[config.mk]
export PLATFORM = sky130hd
export DESIGN_NAME = gpu_vram_arbiter
export DESIGN_NICKNAME = d
export VERILOG_FILES = /design/src/rtl/gpu_vram_arbiter.sv
export SDC_FILE = /design/constraint.sdc
export NUM_CORES = 1
export LEC_CHECK = 0
export ABC_AREA = 1
export CORE_MARGIN = 2
export CORE_UTILIZATION = 44
export CTS_CLUSTER_DIAMETER = 150
export DETAILED_ROUTE_END_ITERATION = 8
export PLACE_DENSITY = 0.81
export REMOVE_ABC_BUFFERS = 1
export SYNTH_ARGS = -nofsm -noshare
export SYNTH_HDL_FRONTEND = slang
export SYNTH_SLANG_ARGS = --single-unit
[constraint.sdc]
create_clock -name i_clk -period 2.33 [get_ports i_clk]
set_input_delay 0.699 -clock i_clk [delete_from_list [all_inputs] [get_ports i_clk]]
set_output_delay 0.699 -clock i_clk [all_outputs]
set_load 0.1 [all_outputs]
[src/rtl/gpu_vram_arbiter.sv]
`default_nettype none
// ============================================================================
//  Module   : gpu_vram_arbiter
//  Purpose  : Grants the single VRAM burst port to one of four GPU clients
//             (display, render, copy, fill) for a whole burst. Display has
//             bounded fixed priority; render/copy/fill share round-robin.
//             A one-cycle turnaround separates consecutive bursts.
//  Revision : 1.0  initial release
// ============================================================================
module gpu_vram_arbiter #(
    parameter int BURST_W  = 5,
    parameter int MAX_DISP = 3
) (
    input  logic                 i_clk,
    input  logic                 i_rst,
    input  logic [3:0]           i_req,
    input  logic [4*BURST_W-1:0] i_burstLen,
    input  logic                 i_memReady,
    output logic [3:0]           o_grant,
    output logic                 o_memValid,
    output logic [1:0]           o_memSel,
    output logic                 o_beatLast,
    output logic                 o_busy
);

    // Display streak counter needs to hold MAX_DISP; never narrower than 2 bits.
    localparam int c_DCNT_W = ($clog2(MAX_DISP + 1) < 2) ? 2 : $clog2(MAX_DISP + 1);
    localparam logic [c_DCNT_W-1:0] c_DISP_MAX = c_DCNT_W'(MAX_DISP);

    typedef enum logic [1:0] {
        S_IDLE  = 2'd0,
        S_BURST = 2'd1,
        S_TURN  = 2'd2
    } state_t;

    state_t              r_state_q,    w_state_d;
    logic [3:0]          r_grant_q,    w_grant_d;
    logic [BURST_W-1:0]  r_beat_q,     w_beat_d;
    logic [1:0]          r_rr_ptr_q,   w_rr_ptr_d;
    logic [c_DCNT_W-1:0] r_disp_cnt_q, w_disp_cnt_d;

    logic               w_others;
    logic               w_disp_wins;
    logic               w_rr_found;
    logic [1:0]         w_rr_win;
    logic [2:0]         w_idx;
    logic [1:0]         w_winner;
    logic [BURST_W-1:0] w_len;

    assign w_others    = |i_req[3:1];
    assign w_disp_wins = i_req[0] && ((r_disp_cnt_q < c_DISP_MAX) || !w_others);
    assign w_winner    = w_disp_wins ? 2'd0 : w_rr_win;
    assign w_len       = i_burstLen[w_winner*BURST_W +: BURST_W];

    // Round-robin search over clients 1..3 starting at the pointer, wrapping 3->1.
    always_comb begin
        w_rr_win   = 2'd1;
        w_rr_found = 1'b0;
        w_idx      = 3'd0;
        for (int k = 0; k < 3; k++) begin
            w_idx = {1'b0, r_rr_ptr_q} + 3'(k);
            if (w_idx > 3'd3) begin
                w_idx = w_idx - 3'd3;
            end
            if (!w_rr_found && i_req[w_idx[1:0]]) begin
                w_rr_found = 1'b1;
                w_rr_win   = w_idx[1:0];
            end
        end
    end

    // Next-state logic: arbitration in IDLE, beat counting in BURST, bubble in TURN.
    always_comb begin
        w_state_d    = r_state_q;
        w_grant_d    = r_grant_q;
        w_beat_d     = r_beat_q;
        w_rr_ptr_d   = r_rr_ptr_q;
        w_disp_cnt_d = r_disp_cnt_q;
        case (r_state_q)
            S_IDLE: begin
                if (|i_req) begin
                    w_state_d = S_BURST;
                    w_grant_d = 4'b0001 << w_winner;
                    // A zero length field still moves one beat.
                    w_beat_d  = (w_len == '0) ? BURST_W'(1) : w_len;
                    if (w_winner == 2'd0) begin
                        if (!w_others) begin
                            w_disp_cnt_d = '0;
                        end else if (r_disp_cnt_q < c_DISP_MAX) begin
                            w_disp_cnt_d = r_disp_cnt_q + c_DCNT_W'(1);
                        end
                    end else begin
                        w_disp_cnt_d = '0;
                        w_rr_ptr_d   = (w_winner == 2'd3) ? 2'd1 : w_winner + 2'd1;
                    end
                end
            end
            S_BURST: begin
                if (i_memReady) begin
                    w_beat_d = r_beat_q - BURST_W'(1);
                    if (r_beat_q == BURST_W'(1)) begin
                        w_state_d = S_TURN;
                        w_grant_d = 4'b0000;
                    end
                end
            end
            S_TURN: begin
                w_state_d = S_IDLE;
            end
            default: begin
                w_state_d = S_IDLE;
                w_grant_d = 4'b0000;
            end
        endcase
    end

    // State registers with synchronous reset; render is first in round-robin.
    always_ff @(posedge i_clk) begin
        if (i_rst) begin
            r_state_q    <= S_IDLE;
            r_grant_q    <= 4'b0000;
            r_beat_q     <= '0;
            r_rr_ptr_q   <= 2'd1;
            r_disp_cnt_q <= '0;
        end else begin
            r_state_q    <= w_state_d;
            r_grant_q    <= w_grant_d;
            r_beat_q     <= w_beat_d;
            r_rr_ptr_q   <= w_rr_ptr_d;
            r_disp_cnt_q <= w_disp_cnt_d;
        end
    end

    // Outputs decoded from registered state only.
    always_comb begin
        case (r_grant_q)
            4'b0010: o_memSel = 2'd1;
            4'b0100: o_memSel = 2'd2;
            4'b1000: o_memSel = 2'd3;
            default: o_memSel = 2'd0;
        endcase
    end

    assign o_grant    = r_grant_q;
    assign o_memValid = |r_grant_q;
    assign o_beatLast = (r_state_q == S_BURST) && (r_beat_q == BURST_W'(1));
    assign o_busy     = (r_state_q != S_IDLE);

endmodule
`default_nettype wire

# [Word level (Yosys, flattened, before mapping)]
# Index checks and enable logic that the tools add are counted.
# Widths: inputs -> output; s select.
[classes] n_lt_le_gt_ge=7 n_mux=32 n_reduce_logical=21 shifts=2 n_addsub=8 bitwise=2 mul=1 n_eq_ne=11
[op_table] cell="$mux 2" n=14
[op_table] cell="$shiftx 20x6->5" n=1
[op_table] cell="$mux 5" n=3
[op_table] cell="$mux 4" n=3
[op_table] cell="$pmux 4 s3" n=1
[op_table] cell="$reduce_and 3->1" n=4
[op_table] cell="$pmux 5 s2" n=1
[op_table] cell="$lt 2x3->1 const B" n=3
[op_table] cell="$reduce_or 4->1" n=2
[op_table] cell="$bmux 1 s2" n=3
[op_table] cell="$gt 3x2->1 const B" n=2
[op_table] cell="$ne 2x2->1 const B" n=3
[op_table] cell="$pmux 2 s3" n=1
[op_table] cell="$sub 2x2->2 const B" n=3
[op_table] cell="$eq 5x1->1 const B" n=1
[op_table] cell="$logic_not 5->1" n=1
[op_table] cell="$mul 2x3->5 const B" n=1
[op_table] cell="$mux 1" n=5
[op_table] cell="$sub 5x1->5 const B" n=1
[op_table] cell="$add 2x1->2 const B" n=2
[op_table] cell="$eq 2x2->1 const B" n=2
[op_table] cell="$eq 4x2->1 const B" n=1
[op_table] cell="$eq 4x3->1 const B" n=1
[op_table] cell="$eq 4x4->1 const B" n=1
[op_table] cell="16 further kinds" n=24
[word_totals] regBits=15 output_inout_bits=9 inputBits=27 word_cells=89

# [Logic depth before layout (Yosys ltp)]
[depth] depth_word=18 ltp_mapped=19

# [Least setup slack after synthesis]
# OpenSTA, ideal clock, no wires.
[synth_path] kind="reg-to-output" startpoint="register r_grant_q[2] (netlist: o_grant[2])" endpoint="output port o_memSel[1]" slack_ns=-1.068 arrival_time_ns=2.699 stages_incl_launch_ff=3 n_path_buf=0 path_cell_list="dfxtp_1 -> o21ai_0 -> a21oi_1"
[synth_via] elab_chain_cells=2 word_cells_on_any_way=4 classes_between="3 x eq/ne; 1 x mux"
[synth_lines] element="from (decl)" line_no="37" text="logic [3:0] r_grant_q, w_grant_d;"
[synth_lines] element="from (signal assigned)" line_no="127" text="r_grant_q <= w_grant_d;"
[synth_lines] element="$eq 4x4->1, or another cell as far along" line_no="136" text="case (r_grant_q)"
[synth_lines] element="$pmux 2 s3 (*)" line_no="136"
[synth_lines] element="to (decl)" line_no="21" text="output logic [1:0] o_memSel,"
# Mark *: on every way between the ends. The rest lies on a longest branch, timed or not.

# [Worst setup path after layout]
[layout_path] startpoint="register r_rr_ptr_q[0]" endpoint="register r_rr_ptr_q[1]"
[layout_via] elab_chain_cells=15 word_cells_on_any_way=33 classes_between="6 x add/sub; 3 x order compare; 1 x eq/ne; 16 x mux; 1 x bitwise; 6 x reduce/logical"
[layout_lines] element="from (decl)" line_no="39" text="logic [1:0] r_rr_ptr_q, w_rr_ptr_d;"
[layout_lines] element="from (signal assigned)" line_no="129" text="r_rr_ptr_q <= w_rr_ptr_d;"
[layout_lines] element="branches (longest 10 deep; another with $add 2x1->3)"
[layout_lines] element="$mux 2 (*)" line_no="65" text="if (!w_rr_found && i_req[w_idx[1:0]]) begin"
[layout_lines] element="$mux 2 (*)" line_no="52" text="assign w_winner = w_disp_wins ? 2'd0 : w_rr_win;"
[layout_lines] element="branches (longest 3 deep; another with $add 2x1->2)"
# Mark *: on every way between the ends. The select of a mux whose other input is x is not followed.
# A chain may end at the register's enable or synchronous reset.

==> results.sh <==
export IMPL_grt_first_pass_wirelength_um=5990
export IMPL_ys_types=25
export IMPL_timing_setup_tns_ns=0
export IMPL_antenna_cells=0
export IMPL_num_fill_cells=254
export IMPL_slew_headroom_pct=79.4
export IMPL_min_period_over_period_pct=95.9
export IMPL_die_height_um=60.2
export IMPL_irDropWorstVdd_uv=774
export IMPL_route_detailed_wl_per_inst_um=11.1
export IMPL_initialDrtViolationCount=75
export IMPL_first_pass_iters=4
export IMPL_synth_area_leader_cell="sky130_fd_sc_hd__dfxtp_1"
export IMPL_timing_worst_setup_path_type="reg -> reg"
export IMPL_cts_root_buf="sky130_fd_sc_hd__clkbuf_4"
export IMPL_critical_path_required_ns=2.51
export IMPL_cts_root_to_sink_buffers=2
export IMPL_worstHoldPathType="reg -> reg"
export IMPL_cts_htree_levels=1
export IMPL_postSynth_topFlopCell="sky130_fd_sc_hd__dfxtp_1"
export IMPL_path_max_fanout=6
export IMPL_initial_antenna_violation_count=0
export IMPL_synth_top_cells_by_count="67 x sky130_fd_sc_hd__nand2_1, 38 x sky130_fd_sc_hd__inv_1, 19 x sky130_fd_sc_hd__nand3_1, 19 x sky130_fd_sc_hd__nor2_1, 18 x sky130_fd_sc_hd__a21oi_1"
export IMPL_outcome="completed"
export IMPL_max_slew_worst_pin_slew_ns=0.308
export IMPL_cp_data_arrival_time_ns=2.41
export IMPL_multi_input_comb_area_um2=996
export IMPL_post_synth_top_count_cell="sky130_fd_sc_hd__nand2_1"
export IMPL_dieWidth_um=60.2
export IMPL_fin_skew_ns=0.00659
export IMPL_pin_count_of_the_biggest_net_entering_global_routing=11
export IMPL_insertion_delay_ns=0.29
export IMPL_p_leak_nw=1.11
export IMPL_port_buffers=35
export IMPL_dieArea_um2=3620
export IMPL_drc_errors=0
export IMPL_slew_violations=0
export IMPL_vias_in_the_first_global_route=1440
export IMPL_achievable_frequency_ghz=0.448
export IMPL_netlist_area_um2=1390
export IMPL_route_final_wire_length_um=3780
export IMPL_drive_above_1_share_pct=26.4
export IMPL_period_needed_ns=2.23
export IMPL_count_of_mapped_cells_out_of_synthesis=230
export IMPL_route_vias_total=1656
export IMPL_cellPowerDensity_nw_per_um2=1370
export IMPL_route_antenna_remaining_nets=0
export IMPL_synth_yosys_seq_area_share_pct=21.6
export IMPL_startpoint_type="register"
export IMPL_area_growth_pct=54.9
export IMPL_setup_violations=0
export IMPL_grt_overflow_total=0
export IMPL_core_rowCount=20
export IMPL_coreArea_um2=3030
export IMPL_final_nets=333
export IMPL_yosys_warnings=0
export IMPL_numCtsBuffers=3
export IMPL_synth_enable_flop_cells=0
export IMPL_hpwl_um=2870
export IMPL_max_cap_violations=0
export IMPL_globalplace_congestion=0.875
export IMPL_worst_hold_slack_ns=0.494
export IMPL_drt_vias_per_instance=4.87
export IMPL_syn_area_per_cell_um2=6.04
export IMPL_asyncSetResetFlopFracSynth_pct=0
export IMPL_sink_count_of_the_clock_tree=15
export IMPL_ioPinCount=36
export IMPL_seq_area_um2=303
export IMPL_setup_worst_path_end_class="register"
export IMPL_synth_top_cells_by_area="sky130_fd_sc_hd__dfxtp_1 22%, sky130_fd_sc_hd__nand2_1 18%, sky130_fd_sc_hd__inv_1 10%, sky130_fd_sc_hd__ha_1 8.1%, sky130_fd_sc_hd__nand3_1 6.8%"
export IMPL_final_hold_viol_count=0
export IMPL_synth_seq_cells=15
export IMPL_grtUsageTotal_pct=21.5
export IMPL_synth_top_cell_area_share_pct=21.6
export IMPL_floorplan_initialDensity_pct=45.9
export IMPL_clk_pin_slew_ns=0.09
export IMPL_tritoncts_clock_tree="yes"
[through the flow]
stage | util (%) | cells | setup WS (ns) | total power (W) | cell area (µm²)
3_3_place_gp | 66.0 | 331 | -0.325 | 0.00250 | 2000
4_1_cts | 67.1 | 335 | -0.00125 | 0.00271 | 2030
5_1_grt | 71.0 | 340 | -0.00886 | 0.00318 | 2150
2_1_floorplan | - | 228 | -1.07 | 0.00184 | 1370
6_report | 71.0 | 340 | 0.0962 | 0.00294 | 2150
3_5_place_dp | 66.0 | 331 | -0.383 | 0.00254 | 2000
[state kept, by name, indices dropped and copies added (netlist names)]
register      count
o_grant           4
r_state_q         2
r_disp_cnt_q      2
r_beat_q          5
r_rr_ptr_q        2
[worst paths after layout]
| path | start | to | slack [ns] | depth (start not counted) |
|---|---|---|---|---|
| worst min-delay path | r_beat_q[1]$_SDFFE_PP0P_ | r_beat_q[1]$_SDFFE_PP0P_ | 0.49 | 2 |
| worst max-delay path | r_rr_ptr_q[0]$_SDFFE_PP1P_ | r_rr_ptr_q[1]$_SDFFE_PP0P_ | 0.1 | 15 |
| worst max register to register | r_rr_ptr_q[0]$_SDFFE_PP1P_ | r_rr_ptr_q[1]$_SDFFE_PP0P_ | 0.1 | 15 |
| worst min register to register | r_beat_q[1]$_SDFFE_PP0P_ | r_beat_q[1]$_SDFFE_PP0P_ | 0.49 | 2 |
[final cells by class]
type,count,share of cell area [%]
Tap cell,44,2.56
Timing Repair Buffer,64,28.7
Multi-Input combinational cell,173,46.3
Clock buffer,4,1.22
Inverter,40,7.10
Sequential cell,15,14.1
[worst max-delay path: stages, from the launching register on]
cell and delay (ns):
sky130_fd_sc_hd__dfxtp_2 0.36, sky130_fd_sc_hd__inv_4 0.06, sky130_fd_sc_hd__ha_4 0.29, sky130_fd_sc_hd__inv_2 0.05
sky130_fd_sc_hd__nand2_2 0.07, sky130_fd_sc_hd__nand3_1 0.08, sky130_fd_sc_hd__nand2_2 0.10, sky130_fd_sc_hd__buf_4 0.13
sky130_fd_sc_hd__nand3_4 0.08, sky130_fd_sc_hd__nand2_4 0.11, sky130_fd_sc_hd__nor2_8 0.06, sky130_fd_sc_hd__buf_4 0.15
sky130_fd_sc_hd__buf_4 0.13, sky130_fd_sc_hd__ha_1 0.28, sky130_fd_sc_hd__o21ai_1 0.13, sky130_fd_sc_hd__a21oi_1 0.06
[placed cells by master (no fill, tap or decap), types with 3 or more instances in the layout]
master	synthesis	final
sky130_fd_sc_hd__ha_1	9	6
sky130_fd_sc_hd__buf_12	0	5
sky130_fd_sc_hd__inv_1	38	35
sky130_fd_sc_hd__nand3_2	6	7
sky130_fd_sc_hd__nand2_2	5	6
sky130_fd_sc_hd__dlymetal6s2s_1	0	4
sky130_fd_sc_hd__clkbuf_4	0	3
sky130_fd_sc_hd__buf_4	0	33
sky130_fd_sc_hd__clkdlybuf4s50_1	0	22
sky130_fd_sc_hd__inv_2	2	4
sky130_fd_sc_hd__nor2_1	19	17
sky130_fd_sc_hd__nand2_1	67	64
sky130_fd_sc_hd__a21oi_1	18	18
sky130_fd_sc_hd__nand2_4	2	4
sky130_fd_sc_hd__o21ai_0	13	11
sky130_fd_sc_hd__nand3_1	19	17
sky130_fd_sc_hd__dfxtp_1	15	13
[metal layers]
metal | share of wire, % | global-route usage (%)
met5 | 0 | 0
met4 | 1.4 | 8.89
met2 | 50 | 37.9
met1 | 44 | 26.5
met3 | 4.9 | 1.73
[kinds of logic (layout without fill, tap and decap cells)]
group / Yosys count / in the layout / synth area share [%]
adders and majority gates: 9 / 9 / 8.11
DFF: 15 / 15 / 21.6
AOI/OAI and AO/OA: 36 / 36 / 13.9
buffers and inverters: 42 / 108 / 11.9
and+or+nand+nor: 128 / 128 / 44.5
[where the power goes]
| part | switching [W] | internal (W) | leakage, nW | total, W |
|---|---|---|---|---|
| combinational | 0.00140 | 0.000962 | 0.967 | 0.00236 |
| clock | 0.0000820 | 0.0000666 | 0.0150 | 0.000149 |
| sequential | 0.0000866 | 0.000343 | 0.124 | 0.000430 |
| total | 0.00156 | 0.00137 | 1.11 | 0.00294 |
[repair_timing]
action	4_1_cts	5_1_grt
gates resized for setup	4	26
setup endpoints to repair	4	14
setup buffers	0	5
hold buffers	0	0
pin swaps	1	6
No activity file was read; power rests on OpenSTA's default activity.
